File: src/rtl/proc_control_fsm.sv
`default_nettype none
// ============================================================================
// Module      : proc_control_fsm
// Description : Multi-cycle FETCH/DECODE/EXEC/WB control sequencer that
//               issues register-file and PC strobes and counts retirements.
// Revision    : 1.0 - initial release
// ============================================================================
module proc_control_fsm #(
    parameter int              INS_W   = 8,
    parameter int              OP_W    = 2,
    parameter logic [OP_W-1:0] OPC_ADD = 2'b00,
    parameter logic [OP_W-1:0] OPC_LI  = 2'b01,
    parameter logic [OP_W-1:0] OPC_JMP = 2'b11,
    parameter int              RET_W   = 16
) (
    input  logic             clk,
    input  logic             rst,
    input  logic [INS_W-1:0] ins_code,
    input  logic             ins_valid,
    output logic             ins_ready,
    input  logic             wb_ready,
    output logic             reg_write,
    output logic             reg_dst,
    output logic             data_write,
    output logic             pc_src,
    output logic             pc_write,
    output logic             illegal,
    output logic             busy,
    output logic [RET_W-1:0] retired_cnt
);

    typedef enum logic [1:0] {
        S_FETCH  = 2'd0,
        S_DECODE = 2'd1,
        S_EXEC   = 2'd2,
        S_WB     = 2'd3
    } state_t;

    state_t           r_state;
    logic [INS_W-1:0] r_ir;
    logic [RET_W-1:0] r_retired;

    logic [OP_W-1:0]  w_op;
    logic             w_is_add;
    logic             w_is_li;
    logic             w_is_jmp;
    logic             w_unused_ir_bits;

    assign w_op     = r_ir[INS_W-1 -: OP_W];
    assign w_is_add = (w_op == OPC_ADD);
    assign w_is_li  = (w_op == OPC_LI);
    assign w_is_jmp = (w_op == OPC_JMP);

    // Operand bits are carried in ir for the datapath but never steer control.
    assign w_unused_ir_bits = ^r_ir[INS_W-OP_W-1:0];

    always_ff @(posedge clk or posedge rst) begin
        if (rst) begin
            r_state   <= S_FETCH;
            r_ir      <= '0;
            r_retired <= '0;
        end else begin
            case (r_state)
                S_FETCH: begin
                    if (ins_valid) begin
                        r_ir    <= ins_code;
                        r_state <= S_DECODE;
                    end
                end
                S_DECODE: begin
                    r_state <= S_EXEC;
                end
                S_EXEC: begin
                    if (w_is_add || w_is_li) begin
                        r_state <= S_WB;
                    end else begin
                        if (w_is_jmp) begin
                            r_retired <= r_retired + RET_W'(1);
                        end
                        r_state <= S_FETCH;
                    end
                end
                S_WB: begin
                    if (wb_ready) begin
                        r_retired <= r_retired + RET_W'(1);
                        r_state   <= S_FETCH;
                    end
                end
                default: begin
                    r_state <= S_FETCH;
                end
            endcase
        end
    end

    // Strobes depend only on registered state/ir; in WB the write strobe
    // tracks wb_ready so a stall never produces a repeated write.
    always_comb begin
        ins_ready  = 1'b0;
        busy       = 1'b0;
        reg_write  = 1'b0;
        reg_dst    = 1'b0;
        data_write = 1'b0;
        pc_src     = 1'b0;
        pc_write   = 1'b0;
        illegal    = 1'b0;
        case (r_state)
            S_FETCH: begin
                ins_ready = ~rst;
            end
            S_DECODE: begin
                busy = 1'b1;
            end
            S_EXEC: begin
                busy = 1'b1;
                if (w_is_jmp) begin
                    pc_src   = 1'b1;
                    pc_write = 1'b1;
                end else if (!w_is_add && !w_is_li) begin
                    illegal = 1'b1;
                end
            end
            S_WB: begin
                busy       = 1'b1;
                reg_dst    = w_is_li;
                data_write = w_is_add;
                reg_write  = wb_ready;
                pc_write   = wb_ready;
            end
            default: begin
                busy = 1'b0;
            end
        endcase
    end

    assign retired_cnt = r_retired;

endmodule
`default_nettype wire

File: config.mk
export PLATFORM = sky130hd
export DESIGN_NAME = proc_control_fsm
export DESIGN_NICKNAME = d
export VERILOG_FILES = /design/src/rtl/proc_control_fsm.sv
export SDC_FILE = /design/constraint.sdc
export NUM_CORES = 1
export LEC_CHECK = 0
export BUFFER_PORTS_ARGS = -buffer_cell sky130_fd_sc_hd__buf_4
export CAP_MARGIN = 10
export CORE_AREA = 2 2 51 53
export DETAILED_ROUTE_END_ITERATION = 10
export DIE_AREA = 0 0 53 55
export PLACE_DENSITY = 0.75
export SLEW_MARGIN = 25
export SYNTH_ARGS = -nofsm -noshare
export SYNTH_HDL_FRONTEND = slang
export SYNTH_SLANG_ARGS = --single-unit
export TNS_END_PERCENT = 30
File: constraint.sdc
create_clock -name clk -period 1.5 [get_ports clk]
set_clock_uncertainty 0.1 [all_clocks]
set_input_delay 0.225 -clock clk [delete_from_list [all_inputs] [get_ports clk]]
set_output_delay 0.225 -clock clk [all_outputs]
set_load 0.01 [all_outputs]
==> impl_summary.txt <==
----------------------------------------------------
[Outcome]
  Run status ... finished, violations left
  Violations in the final reports ... setup timing

[Floorplanning]
  Total Die Area ... 2920 µm²
  DIE HEIGHT ... 55 µm
  Core region area ... 2360 µm²
  IO Count ... 36
  Rows ... 18
  Die width ... 53 µm
  Initial standard-cell utilization of the core ... 41.1%

[Global routing]
  Global-route wire length before repair ... 3570 µm
  Final global-route overflow total ... 0
  Largest net degree at the start of global routing ... 21
  Number of antenna violations at the first check in global routing ... 0
  Overall fraction of global-route tracks in use ... 17.4%
  Via count of the first global-routing pass ... 787

[Synthesis]
  Flops & latches, synth ... 20
  Warning count from the yosys run ... 0
  Synthesized netlist net count ... 98
  Sequential element share of the synthesized area ... 51.5%
  Cell area after synthesis ... 972 µm²
  Most used standard cells in the synthesized netlist ... sky130_fd_sc_hd__dfrtp_1, sky130_fd_sc_hd__nand2_1, sky130_fd_sc_hd__xor2_1, sky130_fd_sc_hd__nor2_1, sky130_fd_sc_hd__xnor2_1
  Cell count after synthesis ... 85
  Synth Area per Inst ... 11.4 µm²
  Async S/R FF share, synth ... 100%
  Count of distinct cell types in the synthesized netlist ... 25
  Cell with the most instances after synthesis ... sky130_fd_sc_hd__dfrtp_1
  Main area contributors after synthesis ... sky130_fd_sc_hd__dfrtp_1, sky130_fd_sc_hd__xor2_1, sky130_fd_sc_hd__xnor2_1
  Most instantiated flip-flop cell in the synthesis netlist ... sky130_fd_sc_hd__dfrtp_1
  Number of synthesized flops with an enable pin ... 0
  Area fraction of the dominant cell type after synthesis ... 51.5%
  Cell type contributing the most total cell area after synthesis ... sky130_fd_sc_hd__dfrtp_1

[Clocking]
  Insertion delay of the later-clocked pin in the worst-skew pair ... 0.30 ns
  Maximum count of clock buffers along a single path ... 2
  CTS Buf Count ... 3
  CTS clock-pin slew for the worst setup and hold paths ... 0.11 ns
  Number of sinks on the clock net ... 20
  CTS H-tree lvls ... 1
  TritonCTS clock tree ... done
  Cell at the root of the clock tree ... sky130_fd_sc_hd__clkbuf_4

[Route]
  Remaining antenna violation count ... 0
  Avg WL per Cell ... 13.3 µm
  Final Routed Wirelength ... 2260 µm
  Avg Vias per Cell ... 4.89
  Drt drc ... 0
  First-pass detailed-route iteration total ... 2
  Total via count after detailed routing ... 831
  Number of design-rule violations left by the first detailed-router iteration ... 9

[Layout]
  Area growth, synth to finish ... 55.5%
  Share of cells above drive strength 1 ... 52.9%
  Finished layout cell area ... 1510 µm²
  Number of standard cells in the final layout excluding fillers ... 170
  Layout Nets ... 155
  Number of inserted filler cells in the final layout ... 198
  Diodes inserted ... 0

[Timing]
  F_max ... 626 MHz
  Final period demand of the worst path ... 1.60 ns
  Final worst hold slack ... 0.0299 ns
  Least-Margin Pin Slew ... 0.323 ns
  Max-slew headroom at the worst pin ... 78.5%
  Number of hold violations in the final report ... 0
  RSZ-0062 raised after global routing ... true
  Pins over their slew limit ... 0
  Final WS setup ... -0.0972 ns
  Final setup violation count ... 11
  Share of the cycle needed by the critical path after routing ... 106%
  Setup TNS ... -0.547 ns

[Min path]
  Hold Path Class ... input port to flop
  Hold path cells ... 2
  Sink of the worst hold path ... r_state[0]$_DFFE_PP0P_
  Min-delay src ... wb_ready

[Critical path]
  Worst Path Max Fanout ... 3
  R2R cell count ... 5
  Arrival time at the worst endpoint ... 1.27 ns
  Reg-to-reg endpoint ... retired_cnt[10]$_DFFE_PP0P_
  Register-to-register setup slack ... -0.07 ns
  Req. time, crit path ... 1.17 ns
  Nature of the critical path endpoint ... primary output
  Kind of critical path ... flop to primary output
  Source of the worst register-to-register timing path ... r_state[0]$_DFFE_PP0P_
  Critical Path Source Type ... flop

[Power and ir drop]
  PwrDens ... 1540 nW/µm²
  Standby leakage power ... 0.000725 µW
  Maximum vdd drop ... 1250 µV

[Place]
  Number of instances in the placed design ... 163
  Input/output buffers ... 29
  Cell area reported after detailed placement ... 1370 µm²
  Final weighted congestion of routability-driven global placement ... 0.692
  Post-Place Worst Slack ... -0.123 ns
  Dpl hpwl ... 1630 µm

[Job]
  Number of maximum-capacitance constraint violations ... 0

----------------------------------------------------
## critical path, cell delays in order, from the launching register on
cell and delay [ns]:
sky130_fd_sc_hd__dfrtp_2 0.46, sky130_fd_sc_hd__nand3_2 0.14, sky130_fd_sc_hd__clkinv_1 0.10, sky130_fd_sc_hd__buf_4 0.14, sky130_fd_sc_hd__buf_4 0.13
## cell usage in the layout, fill, tap and decap left out
cell / synthesis / routed
sky130_fd_sc_hd__nor2_4: 0 / 1
sky130_fd_sc_hd__nand4_1: 3 / 3
sky130_fd_sc_hd__ha_1: 1 / 1
sky130_fd_sc_hd__nor2_1: 7 / 5
sky130_fd_sc_hd__nand4b_4: 1 / 1
sky130_fd_sc_hd__clkbuf_4: 0 / 3
sky130_fd_sc_hd__nor2_2: 0 / 1
sky130_fd_sc_hd__and2_1: 1 / 1
sky130_fd_sc_hd__and4_1: 3 / 3
sky130_fd_sc_hd__a2111oi_4: 1 / 1
sky130_fd_sc_hd__nand3_2: 1 / 1
sky130_fd_sc_hd__a21oi_1: 3 / 3
sky130_fd_sc_hd__nand3_1: 4 / 4
sky130_fd_sc_hd__dfrtp_1: 20 / 19
sky130_fd_sc_hd__o2111ai_2: 1 / 1
sky130_fd_sc_hd__o22ai_1: 1 / 1
sky130_fd_sc_hd__nand2_4: 0 / 2
sky130_fd_sc_hd__inv_1: 4 / 2
sky130_fd_sc_hd__inv_2: 0 / 2
sky130_fd_sc_hd__mux2_2: 2 / 2
sky130_fd_sc_hd__nand2_1: 9 / 7
sky130_fd_sc_hd__dlygate4sd3_1: 0 / 1
sky130_fd_sc_hd__clkinv_1: 1 / 1
sky130_fd_sc_hd__mux2_4: 0 / 1
sky130_fd_sc_hd__xnor2_1: 7 / 7
sky130_fd_sc_hd__buf_6: 0 / 9
sky130_fd_sc_hd__buf_4: 0 / 42
sky130_fd_sc_hd__nor3b_2: 0 / 1
sky130_fd_sc_hd__dfrtp_2: 0 / 1
sky130_fd_sc_hd__nor3_2: 1 / 3
sky130_fd_sc_hd__xor2_2: 0 / 1
sky130_fd_sc_hd__a211oi_2: 1 / 1
sky130_fd_sc_hd__and3_1: 1 / 1
sky130_fd_sc_hd__xor2_1: 8 / 7
## power by group
group | total (µW) | switching [µW] | internal (µW)
sequential | 799 | 125 | 674
clock | 247 | 154 | 93.7
combinational | 1280 | 591 | 689
total | 2330 | 870 | 1460
## repair_timing
item / 4_1_cts / 5_1_grt
gates resized for setup: 15 / 9
setup endpoints to repair: 15 / 18
buffers inserted: 2 / 1
hold buffers: 1 / 0
endpoints found under the hold margin: 20 / 0
pin swaps: 7 / 3
## layout make-up
class,instances,area [µm²],share of cell area (%)
timing repair buffer,52,427,28.2
sequential,20,502,33.2
tap,30,37.5,2.48
multi-input combinational,60,504,33.4
inverter,5,18.8,1.24
clock buffer,3,22.5,1.49
## cells by family (layout without fill, tap and decap cells)
| kind of cell | after synthesis | count (layout) | share of synthesized area (%) |
|---|---|---|---|
| AOI/OAI and AO/OA | 7 | 7 | 7.85 |
| xor gates and xnor gates | 15 | 15 | 13.5 |
| adders and majority gates | 1 | 1 | 1.29 |
| buffers and inverters | 5 | 60 | 1.93 |
| DFF | 20 | 20 | 51.5 |
| muxes | 3 | 3 | 3.47 |
| and+or+nand+nor | 34 | 34 | 20.5 |
## sequential cells by signal, indices dropped and copies added, names as in the netlist
register     cells
retired_cnt     16
r_ir             2
r_state          2
## metrics by stage
step / total power, µW / util, %
finish: 2330 / 63.9
global route: 2470 / 63.9
CTS: 2230 / 62.3
detailed placement: 1820 / 57.9
global placement: 1780 / 57.9
floorplan: 1270 / -
## how the worst max path moves through the flow
| stage | from | to | slack [ns] | depth (start not counted) |
|---|---|---|---|---|
| after global placement | r_state[0]$_DFFE_PP0P_ | retired_cnt[12]$_DFFE_PP0P_ | -0.03 | 4 |
| final | r_state[1]$_DFFE_PP0P_ | reg_write | -0.1 | 4 |
| after floorplan | r_state[0]$_DFFE_PP0P_ | retired_cnt[12]$_DFFE_PP0P_ | -0.05 | 4 |
| after CTS | r_state[1]$_DFFE_PP0P_ | reg_write | -0.12 | 4 |
| after detailed placement | r_state[0]$_DFFE_PP0P_ | retired_cnt[12]$_DFFE_PP0P_ | -0.12 | 4 |
| after global routing | r_state[0]$_DFFE_PP0P_ | pc_write | -0.18 | 4 |
## per-layer routing
metal	up-vias	routed length [µm]	GRT usage (%)
li1	409	-	-
met1	398	942	20.0
met2	20	1200	31.9
met3	4	66	1.61
met4	0	53	10.3
met5	-	0	0
Note: power is estimated with default switching activity, not from simulation.
